$ cat src/rtl/csr_access_ctrl.sv
// CSR access sequencer: runs Zicsr read/modify/write, ecall and mret against the CSR file.
// Optional mstatus MIE/MPIE/MPP update on ecall/mret is enabled by defining CSR_MSTATUS_UPDATE_EN.
module csr_access_ctrl #(
    parameter int ADDR_WIDTH = 12,
    parameter int DATA_WIDTH = 32,
    parameter logic [DATA_WIDTH-1:0] ECALL_CAUSE = 32'hb
) (
    input  logic                  clk,
    input  logic                  rst,
    input  logic                  in_valid,
    output logic                  in_ready,
    input  logic [2:0]            in_funct3,
    input  logic                  in_is_ecall,
    input  logic                  in_is_mret,
    input  logic [ADDR_WIDTH-1:0] in_csr_addr,
    input  logic [DATA_WIDTH-1:0] in_rs1_val,
    input  logic [4:0]            in_rs1_idx,
    input  logic [DATA_WIDTH-1:0] in_pc,
    output logic [ADDR_WIDTH-1:0] csr_addr,
    input  logic [DATA_WIDTH-1:0] csr_rdata,
    output logic                  csr_wen,
    output logic [DATA_WIDTH-1:0] csr_wdata,
    output logic                  out_valid,
    input  logic                  out_ready,
    output logic [DATA_WIDTH-1:0] out_rd_data,
    output logic                  out_redirect,
    output logic [DATA_WIDTH-1:0] out_redirect_pc,
    output logic                  out_illegal
);

    localparam logic [ADDR_WIDTH-1:0] MSTATUS = ADDR_WIDTH'(12'h300);
    localparam logic [ADDR_WIDTH-1:0] MTVEC   = ADDR_WIDTH'(12'h305);
    localparam logic [ADDR_WIDTH-1:0] MEPC    = ADDR_WIDTH'(12'h341);
    localparam logic [ADDR_WIDTH-1:0] MCAUSE  = ADDR_WIDTH'(12'h342);

    // Valid/ready: a transfer happens on a rising edge where valid and ready are both high;
    // in_ready is high only in IDLE and the response is held unchanged until out_ready.
    typedef enum logic [2:0] {
        S_IDLE, S_READ, S_WRITE, S_EPC, S_CAUSE, S_RESP, S_READ2, S_MSTAT
    } state_t;

    typedef enum logic [1:0] {K_CSR, K_ECALL, K_MRET, K_ILL} kind_t;

    state_t                state_q, state_d;
    kind_t                 kind_q, kind_d;
    logic [2:0]            funct3_q, funct3_d;
    logic [ADDR_WIDTH-1:0] addr_q, addr_d;
    logic [DATA_WIDTH-1:0] rs1_val_q, rs1_val_d;
    logic [4:0]            rs1_idx_q, rs1_idx_d;
    logic [DATA_WIDTH-1:0] pc_q, pc_d;
    logic [DATA_WIDTH-1:0] old_q, old_d;
`ifdef CSR_MSTATUS_UPDATE_EN
    logic [DATA_WIDTH-1:0] mstat_q, mstat_d;
    logic [DATA_WIDTH-1:0] mstat_new;
`endif

    logic [DATA_WIDTH-1:0] src;
    logic [DATA_WIDTH-1:0] new_val;
    logic                  write_cond;

    always_ff @(posedge clk or posedge rst) begin
        if (rst) begin
            state_q   <= S_IDLE;
            kind_q    <= K_CSR;
            funct3_q  <= '0;
            addr_q    <= '0;
            rs1_val_q <= '0;
            rs1_idx_q <= '0;
            pc_q      <= '0;
            old_q     <= '0;
`ifdef CSR_MSTATUS_UPDATE_EN
            mstat_q   <= '0;
`endif
        end else begin
            state_q   <= state_d;
            kind_q    <= kind_d;
            funct3_q  <= funct3_d;
            addr_q    <= addr_d;
            rs1_val_q <= rs1_val_d;
            rs1_idx_q <= rs1_idx_d;
            pc_q      <= pc_d;
            old_q     <= old_d;
`ifdef CSR_MSTATUS_UPDATE_EN
            mstat_q   <= mstat_d;
`endif
        end
    end

    // funct3[2] selects the zero-extended 5-bit immediate instead of rs1.
    always_comb begin
        src        = funct3_q[2] ? {{(DATA_WIDTH-5){1'b0}}, rs1_idx_q} : rs1_val_q;
        write_cond = (funct3_q[1:0] == 2'b01) || (rs1_idx_q != 5'd0);
        case (funct3_q[1:0])
            2'b01:   new_val = src;
            2'b10:   new_val = old_q | src;
            default: new_val = old_q & ~src;
        endcase
    end

`ifdef CSR_MSTATUS_UPDATE_EN
    always_comb begin
        mstat_new = mstat_q;
        if (kind_q == K_ECALL) begin
            mstat_new[7]     = mstat_q[3];
            mstat_new[3]     = 1'b0;
            mstat_new[12:11] = 2'b11;
        end else begin
            mstat_new[3]     = mstat_q[7];
            mstat_new[7]     = 1'b1;
            mstat_new[12:11] = 2'b00;
        end
    end
`endif

    always_comb begin
        state_d         = state_q;
        kind_d          = kind_q;
        funct3_d        = funct3_q;
        addr_d          = addr_q;
        rs1_val_d       = rs1_val_q;
        rs1_idx_d       = rs1_idx_q;
        pc_d            = pc_q;
        old_d           = old_q;
`ifdef CSR_MSTATUS_UPDATE_EN
        mstat_d         = mstat_q;
`endif
        in_ready        = 1'b0;
        out_valid       = 1'b0;
        csr_addr        = '0;
        csr_wen         = 1'b0;
        csr_wdata       = '0;
        out_rd_data     = '0;
        out_redirect    = 1'b0;
        out_redirect_pc = '0;
        out_illegal     = 1'b0;

        case (state_q)
            S_IDLE: begin
                in_ready = 1'b1;
                if (in_valid) begin
                    funct3_d  = in_funct3;
                    addr_d    = in_csr_addr;
                    rs1_val_d = in_rs1_val;
                    rs1_idx_d = in_rs1_idx;
                    pc_d      = in_pc;
                    old_d     = '0;
                    if (in_is_ecall) begin
                        kind_d  = K_ECALL;
                        state_d = S_READ;
                    end else if (in_is_mret) begin
                        kind_d  = K_MRET;
                        state_d = S_READ;
                    end else if (in_funct3[1:0] == 2'b00) begin
                        kind_d  = K_ILL;
                        state_d = S_RESP;
                    end else begin
                        kind_d  = K_CSR;
                        state_d = S_READ;
                    end
                end
            end
            S_READ: begin
                case (kind_q)
                    K_ECALL: csr_addr = MTVEC;
                    K_MRET:  csr_addr = MEPC;
                    default: csr_addr = addr_q;
                endcase
                old_d = csr_rdata;
                if (kind_q == K_ECALL) begin
                    state_d = S_EPC;
                end else if (kind_q == K_MRET) begin
`ifdef CSR_MSTATUS_UPDATE_EN
                    state_d = S_READ2;
`else
                    state_d = S_RESP;
`endif
                end else begin
                    state_d = write_cond ? S_WRITE : S_RESP;
                end
            end
            S_WRITE: begin
                csr_addr  = addr_q;
                csr_wen   = 1'b1;
                csr_wdata = new_val;
                state_d   = S_RESP;
            end
            S_EPC: begin
                csr_addr  = MEPC;
                csr_wen   = 1'b1;
                csr_wdata = pc_q;
                state_d   = S_CAUSE;
            end
            S_CAUSE: begin
                csr_addr  = MCAUSE;
                csr_wen   = 1'b1;
                csr_wdata = ECALL_CAUSE;
`ifdef CSR_MSTATUS_UPDATE_EN
                state_d   = S_READ2;
`else
                state_d   = S_RESP;
`endif
            end
`ifdef CSR_MSTATUS_UPDATE_EN
            S_READ2: begin
                csr_addr = MSTATUS;
                mstat_d  = csr_rdata;
                state_d  = S_MSTAT;
            end
            S_MSTAT: begin
                csr_addr  = MSTATUS;
                csr_wen   = 1'b1;
                csr_wdata = mstat_new;
                state_d   = S_RESP;
            end
`endif
            S_RESP: begin
                out_valid = 1'b1;
                // For ecall/mret old_q holds the captured mtvec/mepc.
                if (kind_q == K_CSR) out_rd_data = old_q;
                if (kind_q == K_ECALL || kind_q == K_MRET) begin
                    out_redirect    = 1'b1;
                    out_redirect_pc = old_q;
                end
                out_illegal = (kind_q == K_ILL);
                if (out_ready) state_d = S_IDLE;
            end
            default: state_d = S_IDLE;
        endcase
    end

endmodule

$ cat config.mk
export PLATFORM = sky130hd
export DESIGN_NAME = csr_access_ctrl
export DESIGN_NICKNAME = d
export VERILOG_FILES = /design/src/rtl/csr_access_ctrl.sv
export SDC_FILE = /design/constraint.sdc
export NUM_CORES = 1
export LEC_CHECK = 0
export ABC_AREA = 0
export CORE_MARGIN = 2
export CORE_UTILIZATION = 50
export CTS_CLUSTER_DIAMETER = 60
export CTS_CLUSTER_SIZE = 16
export DETAILED_ROUTE_END_ITERATION = 6
export PLACE_DENSITY = 0.84
export RECOVER_POWER = 50
export SYNTH_ARGS = -nofsm -noshare
export SYNTH_HDL_FRONTEND = slang
export SYNTH_SLANG_ARGS = --single-unit
$ cat constraint.sdc
create_clock -name clk -period 12.2 [get_ports clk]
set_input_delay 2.44 -clock clk [delete_from_list [all_inputs] [get_ports clk]]
set_output_delay 2.44 -clock clk [all_outputs]
set_load 0.01 [all_outputs]
[Yosys cells after proc, flatten, opt, wreduce, memory -nomap -nowiden]
Index checks and enable logic that the tools add are counted.
Operators by class
  equal/unequal tests: 12
  muxes and demuxes: 29
  bitwise operators: 3
  reductions and logical operators: 12
Operators by type and width (number)
  32-bit two-way mux: 6
  32-bit one-hot mux with 2 select lines: 2
  32-bit one-hot mux with 3 select lines: 1
  12-bit one-hot mux with 4 select lines: 1
  32-bit AND: 1
  32-bit NOT: 1
  32-bit OR: 1
  3-bit two-way mux: 8
  12-bit one-hot mux with 2 select lines: 1
  3-bit one-hot mux with 5 select lines: 1
  2-bit == test (second input constant): 3
  3-bit by 2-bit == test with 1-bit output (second input constant): 2
  3-bit == test (second input constant): 2
  1-bit two-way mux: 6
  2-bit two-way mux: 3
  2-bit AND reduction: 3
  5-bit nonzero test: 1
  2-bit by 1-bit == test with 1-bit output (second input constant): 2
  2-bit logical NOT: 2
  2-bit inequality test (second input constant): 2
  3-bit by 1-bit == test with 1-bit output (second input constant): 1
  3-bit logical NOT: 1
  3-bit OR reduction: 1
  1-bit logical OR: 2
  2 further kinds: 2
Word-level totals
  flip-flop bits (word level): 121
  bits of input ports: 122
  output and inout bits: 113
  word-level logic and storage cells: 64

[Logic depth before layout (Yosys ltp)]
Gate-level depths: netlist (run 1).
  depth after elaboration: 6
  mapped depth: 8
  mapped depth without buffers: 5

[Worst setup path before layout (run 1)]
OpenSTA, ideal clock, no wires.
  path type: register to output
  start: register funct3_q[0]
  end: output csr_wdata[10]
  arrival: 1721 ps
  required time: 9760 ps
  slack: 8039 ps
  stages on the path, launching flop included: 9
  path buffers: 3
  cell sequence: dfrtp_1 -> inv_1 -> ha_1 -> clkbuf_1 -> or2_1 -> buf_2 -> buf_2 -> a21o_1 -> a32o_1
Between the ends
  longest elaborated chain between the ends: 3
  elaborated cells on any way between the ends: 4
  those cells by class: eq/ne: 2; mux: 2
RTL lines
  start: declaration: line 46  | logic [2:0] funct3_q, funct3_d;
  start signal: assignment: line 77  | funct3_q <= funct3_d;
  2-bit == test or 2-bit by 1-bit == test with 1-bit output (tied branches): line 93  | case (funct3_q[1:0])
  32-bit one-hot mux with 2 select lines *: line 93
  32-bit one-hot mux with 3 select lines *: line 137  | case (state_q)
  end: declaration: line 22  | output logic [DATA_WIDTH-1:0] csr_wdata,
Every way passes the cells marked *; elsewhere a longest branch is shown, timed or not.

==> impl_metrics.csv, run 1 <==
group,metric,value,unit
floorplanning,die_area,14400,um^2
synth,synth_ff_type,"dfrtp_1",
hold_path,hp-class,"register to register",
critical_path,startpoint_type,"input port",
layout,drive_gt1_share,9.66,%
sta,finClkSkew,0.00661,ns
power,leakage,4.25,nW
drt,post_drt_via_cell_ratio,5.78,
floorplanning,die_y,120,um
drt,dr_total_vias,5926,
run_status,violations,"max-capacitance violations, max-slew violations",
clock_network,clock_sinks,121,
power,switchingPower,0.975,mW
power,p_per_area,257,nW/um^2
synth,syn_area,6740,um^2
sta,timing.final.max_slew_violations,248,
clock_network,htree_levels,4,
sta,finalCritPeriodShare,59.4,%
clock_network,holdBufCountCts,0,
synth,yosys-top-cells-area,"dfrtp_1, mux2_2, mux2_1",
drt,wirelength,21.1,mm
layout,fillerInstances,924,
critical_path,path_class,"input port to asynchronous set/reset pin",
place,io_buffer_count,234,
sta,slew_headroom,-185,%
run_status,status,"finished, violations left",
synth,yosysUniqueCellTypes,42,
drt,drc,0,
floorplanning,initial_utilization,51.1,%
critical_path,cp.arrival,7.05,ns
power,p_comb_share,49.2,%
synth,yosys.area.top_type_share,44.9,%
global_route,overflow,0,
place,gp_congestion,0.963,
global_route,grt_use_total,29.5,%
power,clkPwrFrac,19.7,%
floorplanning,rows,42,
clock_network,cts_tree,"built",
global_route,grt_pass1_vias,5759,
floorplanning,coreArea,13200,um^2
sta,fin_crit,7.25,ns
layout,stdcell_count,1025,
hold_path,hold_depth,1,
clock_network,clk_pin_slew,0.05,ns
global_route,grt_first_pass_wirelength,32.3,mm
sta,final_hold_viol_count,0,
synth,ys_seq_area_share,44.9,%
job,max_cap_violations,4,
sta,fin_setup_tns,0,ns
clock_network,cts-buffers-inserted,17,
drt,drt_iter0_drc,543,
synth,synth_cells,635,
clock_network,postCtsSetupRepairBufs,0,
clock_network,cts_resized,0,
layout,mostFrequentLayoutCells,"clkdlybuf4s50_1, dfrtp_1, and3_1",
drt,antenna_left,0,
global_route,antenna_found_initial,0,
synth,synth_top_area_cell,"dfrtp_1",
layout,layout.nets,965,
sta,worstMarginPinSlew,4.28,ns
power,power.internal,1.51,mW
layout,area_delta_synth_final,43.0,%
layout,antenna_cells,0,
global_route,grt_max_degree,81,
critical_path,cp.required,12.00,ns
synth,synth_edf_count,0,
synth,synth-seq-cells,121,
power,irDropWorstVdd,0.142,mV
power,switching_share,39.3,%
sta,final-setup-viol-count,0,
clock_network,clk_latency,0.42,ns
sta,rsz0062_at_grt,"false",
critical_path,crit_path_max_fanout,62,
place,dpl.hpwl,15.1,mm
clock_network,cts_root_buffer,"clkbuf_16",
place,dpl.cell_count,994,
critical_path,r2r_cells,3,
layout,final_common_cell,"clkdlybuf4s50_1",
synth,synthArstFlopShare,100,%
floorplanning,num_io_pins,235,
sta,fmax,138,MHz
drt,routedWlPerCell,20.6,um
critical_path,worstSetupEndpointType,"asynchronous set/reset pin",
clock_network,clockBufferDepth,2,
drt,first_pass_iters,7,
floorplanning,die_x,120,um
power,seq_power_share,31.1,%
synth,postSynthAreaPerCell,10.6,um^2
synth,synth.net_count,763,
synth,yosysWarnings,0,
[critical path, stage by stage]
cell	delay, ns
dlygate4sd3_1	0.55
clkinvlp_2	1.61
clkbuf_1	2.41
[state kept, by name (all words and copies together), names as in the netlist]
name and cells:
old_q 32, pc_q 32, rs1_val_q 32, addr_q 12, rs1_idx_q 5, funct3_q 3, state_q 3, kind_q 2
[worst paths after layout]
| kind | start | end | slack (ns) |
|---|---|---|---|
| hold / removal | rs1_val_q[4] | rs1_val_q[4] | 0.49 |
| hold reg to reg | rs1_val_q[4] | rs1_val_q[4] | 0.49 |
| setup reg to reg | state_q[2] | funct3_q[0] | 7.22 |
| min in group asynchronous | rst | old_q[8] | 3.28 |
| max in group clk | in_valid | funct3_q[0] | 5.38 |
| setup / recovery | rst | old_q[17] | 4.95 |
[layout make-up]
cell class,count,area (um^2),area share (%)
multi-input combinational,418,3290,34.1
sequential,121,3030,31.4
timing repair buffer,242,2390,24.8
clock buffer,23,478,4.96
tap,176,220,2.28
inverter,37,140,1.45
clock inverter,8,95.1,0.986
[layer usage]
layer | vias to the layer above | wire length, um | GRT usage (%)
met5 | - | 0 | 0
li1 | 2675 | - | -
met1 | 2892 | 8790 | 39.9
met2 | 312 | 10100 | 46.7
met3 | 47 | 1620 | 5.80
met4 | 0 | 631 | 11.5
[through the flow]
stage               hold slack (ns)  total power [mW]  setup WS [ns]  utilization [%]  area (um^2)
floorplan                     0.457              1.52           6.55                -         6740
global placement              0.467              1.91           6.58             69.0         9100
detailed placement            0.477              1.98           6.49             69.0         9100
CTS                           0.490              2.48           6.04             73.4         9680
global route                  0.498              2.62           3.85             73.1         9640
finish                        0.489              2.48           4.95             73.1         9640
[power groups by stage]
stage	Clock [mW]	Combinational (mW)	Sequential, mW
6_report	0.488	1.22	0.773
5_1_grt	0.509	1.32	0.795
4_1_cts	0.492	1.22	0.768
3_5_place_dp	0	1.20	0.773
3_3_place_gp	0	1.16	0.755
2_1_floorplan	0	0.829	0.692
[cell usage after synthesis, drive strengths merged (6+ instances only)]
cell type  number
a21o           27
ha              6
and3           65
mux2           83
inv            37
nor2            7
mux2i          37
buf            33
nand2          43
o21ai          19
clkbuf         26
and2           10
a32o           28
nor2b          29
dfrtp         121
o31ai          27
[cells by family (layout without fill, tap and decap cells)]
logic type               after synthesis  count (layout)  share of synthesized area (%)
AND/OR/NAND/NOR                      167             167                           14.0
AO/OA/AOI/OAI                        125             125                           14.5
flip-flops                           121             121                           44.9
multiplexers                         120             120                           19.4
buffers and inverters                 96             310                           6.18
adder cells (fa/ha/maj)                6               6                           1.11
Power figures use the tool's default switching activity.
==> inputs of run 2 (changes only) <==
--- a/config.mk
+++ b/config.mk
@@ -7,11 +7,11 @@
 export LEC_CHECK = 0
 export ABC_AREA = 0
 export CORE_MARGIN = 2
-export CORE_UTILIZATION = 50
+export CORE_UTILIZATION = 42
 export CTS_CLUSTER_DIAMETER = 60
 export CTS_CLUSTER_SIZE = 16
 export DETAILED_ROUTE_END_ITERATION = 6
-export PLACE_DENSITY = 0.84
+export PLACE_DENSITY = 0.75
 export RECOVER_POWER = 50
 export SYNTH_ARGS = -nofsm -noshare
 export SYNTH_HDL_FRONTEND = slang
==> constraint.sdc (replaced) <==
create_clock -name clk -period 5.9 [get_ports clk]
set_input_delay 1.18 -clock clk [delete_from_list [all_inputs] [get_ports clk]]
set_output_delay 1.18 -clock clk [all_outputs]
set_load 0.01 [all_outputs]
==> run 2 against run 1 <==
Effect of this change: the flow still finishes with violations (max-capacitance violations, max-slew violations); via count decreased by 2.4%; register-to-register slack got worse by 5.2 ns; global-route usage fell by 4.9 points.
==> impl_metrics.csv, run 2 (same netlist as run 1, synthesis figures left out) <==
group,metric,value,unit
clock_network,htree_levels,4,
floorplanning,initial_utilization,42.8,%
critical_path,cp.required,6.19,ns
layout,fillerInstances,1320,
layout,final_common_cell,"clkdlybuf4s50_1",
global_route,grt_max_degree,82,
sta,finClkSkew,0.0106,ns
critical_path,r2r_cells,3,
layout,reg_top3,"old_q: 32 flops, pc_q: 32 flops, rs1_val_q: 32 flops",
drt,post_drt_via_cell_ratio,5.42,
clock_network,clk_latency,0.42,ns
layout,mostFrequentLayoutCells,"clkdlybuf4s50_1, dfrtp_1, and3_1",
clock_network,cts-buffers-inserted,17,
sta,rsz0062_at_grt,"false",
job,max_cap_violations,2,
sta,fin_crit,4.43,ns
critical_path,crit_path_max_fanout,43,
clock_network,cts_root_buffer,"clkbuf_16",
critical_path,worstSetupEndpointType,"register",
drt,drc,0,
critical_path,r2r-start,"state_q[0]",
global_route,grt_use_total,24.6,%
clock_network,clock_sinks,121,
power,irDropWorstVdd,0.250,mV
critical_path,r2r-end,"rs1_val_q[6]",
clock_network,cts_resized,0,
critical_path,crit_start,"in_valid",
clock_network,clockBufferDepth,2,
sta,finalCritPeriodShare,75.1,%
place,gp_congestion,0.849,
critical_path,path_class,"input port to register",
critical_path,r2r_slack,2.07,ns
global_route,grt_pass1_vias,5677,
drt,routedWlPerCell,19.2,um
critical_path,max_stage_delay,1.80,ns
floorplanning,die_area,17100,um^2
layout,layout.nets,966,
clock_network,cts_tree,"built",
critical_path,crit_chain,"dlygate4sd3_1, nor4b_1, clkbuf_1, mux2_2",
sta,slew_headroom,-109,%
power,p_per_area,526,nW/um^2
sta,timing.final.max_slew_violations,126,
place,dpl.hpwl,14.4,mm
run_status,status,"finished, violations left",
drt,first_pass_iters,5,
sta,worstMarginPinSlew,3.14,ns
floorplanning,rows,46,
global_route,overflow,0,
floorplanning,die_x,131,um
critical_path,startpoint_type,"input port",
drt,drt_iter0_drc,358,
power,power,5.13,mW
floorplanning,num_io_pins,235,
clock_network,holdBufCountCts,0,
critical_path,cp.arrival,4.73,ns
hold_path,hp-class,"register to register",
sta,final-setup-viol-count,0,
floorplanning,die_y,131,um
power,leakage,4.28,nW
sta,fin_setup_tns,0,ns
global_route,grt_first_pass_wirelength,31.7,mm
place,io_buffer_count,234,
drt,dr_total_vias,5782,
sta,final_hold_viol_count,0,
hold_path,hp-start,"rs1_val_q[0]",
global_route,antenna_found_initial,0,
drt,wirelength,20.4,mm
clock_network,postCtsSetupRepairBufs,0,
floorplanning,coreArea,15800,um^2
run_status,violations,"max-capacitance violations, max-slew violations",
layout,drive_gt1_share,10.2,%
critical_path,worstSetupEndpoint,"rs1_val_q[6]",
critical_path,crit_slowest_cell,"clkbuf_1",
sta,fmax,226,MHz
drt,antenna_left,0,
layout,area_delta_synth_final,44.6,%
clock_network,clk_pin_slew,0.05,ns
layout,antenna_cells,0,
==> run 2: changes by cell type in the layout (fill, tap and decap cells not counted), sizes merged <==
| cell | before | now |
|---|---|---|
| dlygate4sd3 | 4 | 3 |
| bufinv | 2 | 4 |
| clkdlybuf4s50 | 230 | 231 |
| clkinvlp | 3 | 4 |
| clkbuf | 26 | 19 |
| inv | 36 | 37 |
| clkinv | 4 | 5 |
| buf | 5 | 8 |
==> run 2: per-stage QoR <==
| step | utilization, % | cell area (um^2) | setup slack (ns) | instances | hold WS, ns |
|---|---|---|---|---|---|
| after floorplan | - | 6740 | 1.51 | 635 | 0.457 |
| after global placement | 58.2 | 9170 | 2.17 | 1035 | 0.469 |
| after detailed placement | 58.2 | 9170 | 2.09 | 1035 | 0.475 |
| after CTS | 62.0 | 9780 | 1.64 | 1066 | 0.488 |
| after global routing | 61.9 | 9750 | 0.996 | 1066 | 0.506 |
| final | 61.9 | 9750 | 1.47 | 1066 | 0.492 |
==> run 2: routing by layer <==
| layer | share of wire [%] | vias to the layer above | routed length (um) | track usage (%) |
|---|---|---|---|---|
| li1 | - | 2677 | - | - |
| met1 | 46 | 2848 | 9380 | 35.2 |
| met2 | 46 | 226 | 9440 | 36.5 |
| met3 | 5.7 | 31 | 1170 | 5.54 |
| met4 | 2.2 | 0 | 444 | 9.07 |
| met5 | 0 | - | 0 | 0 |
==> run 2: worst min path at each step <==
stage,depth (start not counted),slack (ns),endpoint
6_report,1,0.49,rs1_val_q[0]
5_1_grt,1,0.51,pc_q[8]
4_1_cts,1,0.49,rs1_val_q[4]
3_5_place_dp,1,0.48,pc_q[8]
3_3_place_gp,1,0.47,rs1_val_q[4]
2_1_floorplan,1,0.46,rs1_val_q[0]
==> run 2: layout make-up <==
type,count,area [um^2],area share [%]
multi-input combinational,418,3290,33.7
sequential,121,3030,31.0
timing repair buffer,243,2420,24.8
clock buffer,18,429,4.40
tap,216,270,2.77
clock inverter,13,179,1.83
inverter,37,139,1.42
==> run 2: power breakdown <==
| part | switching (mW) | internal (mW) | total [mW] |
|---|---|---|---|
| clock network | 0.379 | 0.700 | 1.08 |
| registers | 0.331 | 1.24 | 1.58 |
| logic | 1.26 | 1.21 | 2.47 |
| total | 1.97 | 3.16 | 5.13 |
==> run 2: critical path: cells and delay by family <==
| family | cells | cell delay, ns |
|---|---|---|
| buffers and inverters | 2 | 2.38 |
| muxes | 1 | 0.46 |
| and+or+nand+nor | 1 | 0.66 |
==> inputs of run 3 (changes only) <==
--- a/config.mk
+++ b/config.mk
@@ -7,11 +7,11 @@
 export LEC_CHECK = 0
 export ABC_AREA = 0
 export CORE_MARGIN = 2
-export CORE_UTILIZATION = 42
+export CORE_UTILIZATION = 46
 export CTS_CLUSTER_DIAMETER = 60
 export CTS_CLUSTER_SIZE = 16
 export DETAILED_ROUTE_END_ITERATION = 6
-export PLACE_DENSITY = 0.75
+export PLACE_DENSITY = 0.78
 export RECOVER_POWER = 50
 export SYNTH_ARGS = -nofsm -noshare
 export SYNTH_HDL_FRONTEND = slang
==> constraint.sdc (replaced) <==
create_clock -name clk -period 4.3 [get_ports clk]
set_input_delay 0.86 -clock clk [delete_from_list [all_inputs] [get_ports clk]]
set_output_delay 0.86 -clock clk [all_outputs]
set_load 0.01 [all_outputs]
==> run 3 against run 2 <==
Effect of this change: the flow still finishes with violations (max-capacitance violations, max-slew violations); largest cell class unchanged; non-clock buffer count up 1; combinational power up 37%; first-iteration DRC count grew 18%; critical path depth increased by 2; sequential share of layout area rose by 0.23 points; design area fell by 0.74%; highest routed layer unchanged; clock skew fell by 0.0044 ns; count of clock-buffer cells in the layout grew 2; routed wire length down 0.92%; clock power up 31%.
==> impl_metrics.csv, run 3 (same netlist as run 1, synthesis figures left out) <==
group,metric,value,unit
run_status,status,"finished, violations left",
run_status,violations,"max-capacitance violations, max-slew violations",
floorplanning,die_area,15600,um^2
sta,rsz0062_at_grt,"false",
clock_network,cts_resized,0,
hold_path,hp-start,"pc_q[4]",
clock_network,clockBufferDepth,2,
sta,fin_setup_tns,0,ns
job,max_cap_violations,2,
drt,dr_total_vias,5862,
critical_path,crit_start,"kind_q[0]",
critical_path,cp.required,3.44,ns
layout,stdcell_count,1033,
drt,first_pass_iters,7,
layout,final_util,67.1,%
clock_network,clk_pin_slew,0.05,ns
floorplanning,initial_utilization,46.8,%
sta,timing.final.max_slew_violations,126,
clock_network,cts_tree,"built",
sta,finalCritPeriodShare,92.2,%
power,irDropWorstVdd,0.361,mV
critical_path,cp.arrival,3.10,ns
power,p_per_area,719,nW/um^2
drt,drc,0,
drt,antenna_left,0,
place,dpl.cell_count,1004,
sta,finalWorstSetupSlack,0.336,ns
clock_network,clk_latency,0.41,ns
power,leakage,4.27,nW
layout,drive_gt1_share,10.2,%
floorplanning,num_io_pins,235,
critical_path,worstSetupEndpointType,"output pin",
sta,slew_headroom,-68.3,%
place,post-place-ws,0.756,ns
global_route,grt_pass1_vias,5775,
floorplanning,die_y,125,um
sta,worstMarginPinSlew,2.51,ns
drt,drt_iter0_drc,423,
global_route,grt_max_degree,68,
sta,fin_crit,3.96,ns
layout,layout.nets,967,
critical_path,path_class,"register to output pin",
layout,area_delta_synth_final,43.6,%
place,gp_congestion,0.883,
sta,finClkSkew,0.00624,ns
power,power,6.97,mW
place,io_buffer_count,234,
drt,routedWlPerCell,19.6,um
layout,final_common_cell,"clkdlybuf4s50_1",
clock_network,htree_levels,4,
critical_path,startpoint_type,"register",
global_route,antenna_found_initial,0,
layout,reg_top3,"old_q: 32 flops, pc_q: 32 flops, rs1_val_q: 32 flops",
clock_network,clock_sinks,121,
global_route,grt_use_total,25.6,%
floorplanning,coreArea,14400,um^2
sta,final-setup-viol-count,0,
sta,final_hold_viol_count,0,
critical_path,crit_path_max_fanout,39,
global_route,grt_first_pass_wirelength,31.4,mm
clock_network,cts-buffers-inserted,17,
floorplanning,die_x,125,um
hold_path,hp-class,"register to register",
sta,fmax,252,MHz
layout,mostFrequentLayoutCells,"clkdlybuf4s50_1, dfrtp_1, and3_1",
clock_network,holdBufCountCts,0,
floorplanning,rows,44,
clock_network,cts_root_buffer,"clkbuf_16",
critical_path,r2r-start,"state_q[0]",
global_route,overflow,0,
drt,wirelength,20.2,mm
layout,antenna_cells,0,
clock_network,postCtsSetupRepairBufs,0,
place,dpl.hpwl,14.7,mm
drt,post_drt_via_cell_ratio,5.67,
[run 3: routing by layer]
layer | up-vias | wire [um] | track usage [%]
li1 | 2675 | - | -
met1 | 2930 | 9030 | 35.2
met2 | 223 | 9590 | 39.8
met3 | 34 | 1170 | 6.20
met4 | 0 | 455 | 8.56
met5 | - | 0 | 0
[run 3: critical path: stages (launching register included)]
cell             delay [ns]
dfrtp_1                0.37
inv_1                  0.09
ha_1                   0.70
or3b_1                 0.54
a21oi_2                0.26
a32o_1                 0.17
clkdlybuf4s50_1        0.55
[run 3: metrics by stage]
step	hold WS, ns	area (um^2)
after floorplan	0.457	6740
after global placement	0.471	9140
after detailed placement	0.477	9140
after CTS	0.491	9720
after global routing	0.500	9680
final	0.487	9680
[run 3: worst paths after layout]
path,to,cells after the start,slack [ns]
max,csr_addr[2],6,0.34
min,pc_q[4],1,0.49
max reg2reg,addr_q[11],3,1.00
min reg2reg,pc_q[4],1,0.49
max in group asynchronous,old_q[22],3,0.77
min in group asynchronous,old_q[12],2,1.59
[run 3: cell type report]
cell class / instances / area [um^2]
repair buffers: 244 / 2410
clock buffers: 20 / 457
well taps: 184 / 230
clock inverters: 9 / 125
inverters: 37 / 140
multi-input cells: 418 / 3290
flip-flops and latches: 121 / 3030
fillers: 1097 / 4740
[run 3: power by group]
group	total (mW)	internal, mW	switching, mW
combinational	3.38	1.67	1.71
clock	1.42	0.926	0.491
sequential	2.17	1.71	0.461
total	6.97	4.30	2.67
